<file path="src/rtl/pong_pkg.sv">
// Shared encodings for the pong game-flow controller.
package pong_pkg;
  typedef enum logic [2:0] {
    SERVE = 3'd0,
    PLAY  = 3'd1,
    POINT = 3'd2,
    OVER  = 3'd3
  } state_t;

  localparam logic [1:0] SIDE_P1   = 2'b10;
  localparam logic [1:0] SIDE_P2   = 2'b01;
  localparam logic [1:0] SIDE_NONE = 2'b00;

  localparam logic [9:0] DEF_LEFT_LIMIT  = 10'd8;
  localparam logic [9:0] DEF_RIGHT_LIMIT = 10'd632;

  function automatic logic [3:0] sat_inc(input logic [3:0] v);
    return (v == 4'hF) ? v : v + 4'd1;
  endfunction
endpackage

</file>
<file path="src/rtl/edge_rise.sv">
// One-bit rising-edge detector against a registered copy of the input.
module edge_rise (
  input  logic clk,
  input  logic rst_n,
  input  logic d,
  output logic rise
);
  logic d_q;

  always_ff @(posedge clk or negedge rst_n)
    if (!rst_n) d_q <= 1'b0;
    else        d_q <= d;

  assign rise = d & ~d_q;
endmodule

</file>
<file path="src/rtl/pong_referee.sv">
// Pong game-flow FSM: serve, rally, point pause and game-over handling.
module pong_referee
  import pong_pkg::*;
#(
  parameter int         WIN_SCORE    = 9,
  parameter logic [9:0] LEFT_LIMIT   = DEF_LEFT_LIMIT,
  parameter logic [9:0] RIGHT_LIMIT  = DEF_RIGHT_LIMIT,
  parameter logic [7:0] POINT_FRAMES = 8'd60
) (
  input  logic       clk,
  input  logic       rst_n,
  input  logic       frame_tick,
  input  logic [9:0] ball_x,
  input  logic       p1_srv,
  input  logic       p2_srv,
  output logic [1:0] side,
  output logic       launch,
  output logic       launch_dir,
  output logic       ball_rst,
  output logic [3:0] score_p1,
  output logic [3:0] score_p2,
  output logic       game_over,
  output logic       winner,
  output logic [2:0] state
);
  state_t     st;
  logic [7:0] pt_cnt;
  logic [1:0] srv, srv_rise;
  logic       p1_rise, p2_rise;
  logic       hit_l, hit_r;
  logic [3:0] new_score;

  assign srv = {p1_srv, p2_srv};
  for (genvar i = 0; i < 2; i++) begin : g_srv
    edge_rise u_edge (.clk(clk), .rst_n(rst_n), .d(srv[i]), .rise(srv_rise[i]));
  end
  assign p1_rise = srv_rise[1];
  assign p2_rise = srv_rise[0];

  // Left boundary wins if both somehow hold.
  assign hit_l     = frame_tick && (ball_x <= LEFT_LIMIT);
  assign hit_r     = frame_tick && !hit_l && (ball_x >= RIGHT_LIMIT);
  assign new_score = hit_l ? sat_inc(score_p2) : sat_inc(score_p1);
  assign state     = st;

  always_ff @(posedge clk or negedge rst_n) begin
    if (!rst_n) begin
      st         <= SERVE;
      side       <= SIDE_P2;
      launch     <= 1'b0;
      launch_dir <= 1'b0;
      ball_rst   <= 1'b0;
      score_p1   <= 4'd0;
      score_p2   <= 4'd0;
      game_over  <= 1'b0;
      winner     <= 1'b0;
      pt_cnt     <= 8'd0;
    end else begin
      launch   <= 1'b0;
      ball_rst <= 1'b0;
      case (st)
        SERVE: begin
          if (side[1] && p1_rise) begin
            launch     <= 1'b1;
            launch_dir <= 1'b0;
            side       <= SIDE_NONE;
            st         <= PLAY;
          end else if (side[0] && p2_rise) begin
            launch     <= 1'b1;
            launch_dir <= 1'b1;
            side       <= SIDE_NONE;
            st         <= PLAY;
          end
        end
        PLAY: begin
          if (hit_l || hit_r) begin
            ball_rst <= 1'b1;
            if (hit_l) score_p2 <= new_score;
            else       score_p1 <= new_score;
            if (new_score == 4'(WIN_SCORE)) begin
              st        <= OVER;
              game_over <= 1'b1;
              winner    <= hit_l;
              side      <= SIDE_NONE;
            end else begin
              // Conceding player serves next.
              side <= hit_l ? SIDE_P1 : SIDE_P2;
              if (POINT_FRAMES == 8'd0) begin
                st <= SERVE;
              end else begin
                st     <= POINT;
                pt_cnt <= POINT_FRAMES;
              end
            end
          end
        end
        POINT: begin
          if (frame_tick) begin
            if (pt_cnt == 8'd0) st <= SERVE;
            else                pt_cnt <= pt_cnt - 8'd1;
          end
        end
        OVER: begin
          if (p1_rise || p2_rise) begin
            score_p1  <= 4'd0;
            score_p2  <= 4'd0;
            game_over <= 1'b0;
            side      <= SIDE_P2;
            ball_rst  <= 1'b1;
            st        <= SERVE;
          end
        end
        default: st <= SERVE;
      endcase
    end
  end
endmodule
</file>
<file path="config.mk">
export PLATFORM = sky130hd
export DESIGN_NAME = pong_referee
export DESIGN_NICKNAME = d
export VERILOG_FILES = /design/src/rtl/pong_pkg.sv /design/src/rtl/edge_rise.sv /design/src/rtl/pong_referee.sv
export SDC_FILE = /design/constraint.sdc
export NUM_CORES = 1
export LEC_CHECK = 0
export ABC_AREA = 1
export CAP_MARGIN = 20
export CORE_MARGIN = 1.5
export CORE_UTILIZATION = 52
export DETAILED_ROUTE_END_ITERATION = 12
export PLACE_DENSITY = 0.79
export SYNTH_ARGS = -nofsm -noshare
export SYNTH_HDL_FRONTEND = slang
export SYNTH_SLANG_ARGS = --single-unit
</file>
<file path="constraint.sdc">
create_clock -name clk -period 1.95 [get_ports clk]
set_input_delay 0.39 -clock clk [delete_from_list [all_inputs] [get_ports clk]]
set_output_delay 0.39 -clock clk [all_outputs]
set_load 0.03 [all_outputs]
</file>
==> flow_metrics.py, run 1 <==
metrics = {
    "cells_and_area": {
        "drive_gt1_frac": 0.193,
        "fin_util": 0.702,
        "area_delta_synth_final_pct": 29.9,
        "n_antenna_cell": 0,
        "nets": 315,
    },
    "logic_synthesis": {
        "yosysWarnings": 0,
        "mappedNetlistArea_mm2": 0.00180,
        "avgSynthCellArea_um2": 7.39,
        "synthFlopType": "dfrtp_1",
        "synth_area_leaders": "dfrtp_1 36%, nand2_1 15%, nand3_1 6.9%",
        "synthMostInstantiatedCell": "nand2_1",
        "synth_cell_type_count": 31,
        "synth_nets": 263,
        "seq_area_frac_synth": 0.375,
        "synth_edf_count": 0,
        "syn_inst": 244,
        "ys_async_sr_fraction": 1.00,
        "synth_top_area_cell": "dfrtp_1",
        "synth_top_area_share": 0.361,
        "netlist_top_cells_count": "72 x nand2_1, 32 x inv_1, 26 x dfrtp_1",
        "ys_seq_elements": 27,
    },
    "routing": {
        "dr.pass1.iters": 4,
        "drt_drc_violations_left": 0,
        "wl_um": 4300,
        "final_antenna_net_count": 0,
        "drt_iter0_drc": 106,
        "vias_per_cell": 5.10,
        "vias": 1739,
        "wl_per_cell_um": 12.6,
    },
    "outcome": {
        "status": "finished, final reports clean",
    },
    "setup_path": {
        "path_max_fanout": 4,
        "crit_slowest_cell": "clkdlybuf4s50_1",
        "critPathLaunchType": "flip-flop",
        "path_delay_family": "buffers and inverters",
        "crit_buf_inv": 1,
        "path_cells": "clkdlybuf4s50_1",
        "crit_type": "reg -> out",
        "worstSetupEndpointType": "output port",
        "cp.required_ns": 1.56,
        "cp_data_arrival_time_ns": 1.47,
        "max_stage_delay_ns": 0.70,
    },
    "min_path": {
        "worstHoldPathType": "in -> async",
    },
    "floorplan": {
        "ioPinCount": 33,
        "start_util": 0.540,
        "fp.dieH_um": 61.9,
        "dieArea_mm2": 0.00383,
        "die_x_um": 61.9,
        "core_mm2": 0.00334,
        "fp-row-count": 21,
    },
    "timing": {
        "slew_viol_final": 0,
        "setup_viol": 0,
        "final-hold-violation-count": 0,
        "finalCritPeriodShare": 0.955,
        "fin_crit_ns": 1.86,
        "skew_ns": 0.00854,
        "fmax_mhz": 537,
    },
    "power_and_ir_drop": {
        "clkPwrFrac": 0.076,
        "p_comb_frac": 0.633,
        "seqPwrFrac": 0.292,
        "p_per_area_mw_per_mm2": 1420,
        "p_int_w": 0.00165,
        "switchingPower_w": 0.00169,
        "ir_drop_uv": 856,
        "total_power_w": 0.00334,
        "p_sw_frac": 0.507,
        "leakagePower_nw": 1.26,
    },
    "cts": {
        "cts_made_buffers": 3,
        "htree_levels": 1,
        "path_clk_slew_ns": 0.15,
        "cts_tree": "done",
        "clk_latency_ns": 0.34,
        "cts.root.buffer_cell": "clkbuf_4",
        "cts_sinks": 27,
        "max-clock-path-buffers": 2,
    },
    "place": {
        "place.gp.congestion": 0.836,
        "io_buffer_count": 31,
        "dp_hpwl_um": 3310,
    },
    "global_routing": {
        "grt_pass1_vias": 1610,
        "grt_first_pass_wirelength_um": 7050,
        "grt_max_degree": 28,
        "grt.overflow.total": 0,
        "grt_antenna_before_repair": 0,
        "track_usage": 0.248,
    },
    "run": {
        "max-cap-violations": 0,
    },
}
-- sequential cells by signal, indices dropped and copies added (netlist names) --
signal,flops
launch,1
score_p1,4
score_p2,4
game_over,1
g_srv.u_edge.d_q,2
pt_cnt,8
launch_dir,1
ball_rst,1
side,2
winner,1
state,2
-- cell families after synthesis --
logic type	share of synthesized area
compound gates	0.0743
xor+xnor	0.0187
fa+ha+maj	0.0278
buf+inv	0.0833
flops	0.375
other cells	0.00208
simple gates	0.418
-- power by group through the flow --
stage	registers (W)	clock network, W	logic, W
2_1_floorplan	0.00121	0	0.00113
3_3_place_gp	0.000970	0	0.00202
3_5_place_dp	0.000978	0	0.00207
4_1_cts	0.000967	0.000254	0.00205
5_1_grt	0.00101	0.000274	0.00236
6_report	0.000973	0.000252	0.00211
-- stage by stage --
step           cells  TNS [ns]  hold slack (ns)  area (µm²)  setup slack [ns]
4_1_cts          338         0            0.405        2290           0.00357
3_3_place_gp     334     -2.63            0.452        2260            -0.174
5_1_grt          341   -0.0711            0.427        2340           -0.0229
3_5_place_dp     334     -3.40            0.460        2260            -0.221
6_report         341         0            0.399        2340            0.0879
2_1_floorplan    244         0           0.0944        1800            0.0564
-- worst paths after layout --
check                                         from                       to  slack, ns  depth (start not counted)
setup / recovery           score_p1[1]$_DFFE_PN0P_              score_p1[1]       0.09                          1
max in group asynchronous                    rst_n      side[0]$_DFFE_PN1P_       1.24                          2
min in group clk               side[0]$_DFFE_PN1P_      side[0]$_DFFE_PN1P_       0.49                          2
hold reg to reg                side[0]$_DFFE_PN1P_      side[0]$_DFFE_PN1P_       0.49                          2
setup reg to reg           score_p1[1]$_DFFE_PN0P_    pt_cnt[3]$_DFFE_PN0P_       0.15                         11
hold / removal                               rst_n  score_p2[1]$_DFFE_PN0P_       0.40                          2
-- repair_timing --
item,4_1_cts,5_1_grt
hold buffers,0,0
buffers inserted,0,2
gates cloned,0,1
resized for setup,4,10
endpoints found under the setup margin,4,16
pin swaps,0,3
-- area by class of cell --
class / count / area (µm²)
Timing Repair Buffer: 48 / 448
Clock inverter: 1 / 5.00
Multi-Input combinational cell: 181 / 1000
Fill cell: 288 / 995
Tap cell: 46 / 57.6
Sequential cell: 27 / 677
Clock buffer: 3 / 22.5
Inverter: 35 / 131
-- routing by layer --
layer / GRT usage / wire length (µm)
met2: 0.426 / 2210
met1: 0.316 / 1890
met5: 0 / 0
met3: 0.0435 / 146
met4: 0.0821 / 48
-- cells in the final DEF, fill, tap and decap left out, types with 2 or more instances in the layout --
cell              n
nor2_2            2
o21ai_0           7
ha_2              2
nand3_4           2
or2_2             2
nor2_4            6
nand4_1           8
inv_1            32
nand3_2           4
a21oi_1           2
xor2_1            2
nand2_2           5
o21ai_2           4
nand3_1          24
nor3_1            2
o21ai_1           6
nor2_1           18
nand2_1          72
clkdlybuf4s50_1  21
dlymetal6s2s_1    6
dlygate4sd2_1     4
dfrtp_1          26
nand2_4           4
buf_4            17
inv_2             3
ha_1              2
clkbuf_4          3
Note: power is estimated with default switching activity, not from simulation.
==> run 2: changes to the inputs <==
--- a/config.mk
+++ b/config.mk
@@ -14,3 +14,4 @@
 export SYNTH_ARGS = -nofsm -noshare
 export SYNTH_HDL_FRONTEND = slang
 export SYNTH_SLANG_ARGS = --single-unit
+export TNS_END_PERCENT = 50
==> results of run 2 <==
The final DEF is identical to that of run 1; final timing and power are the same.
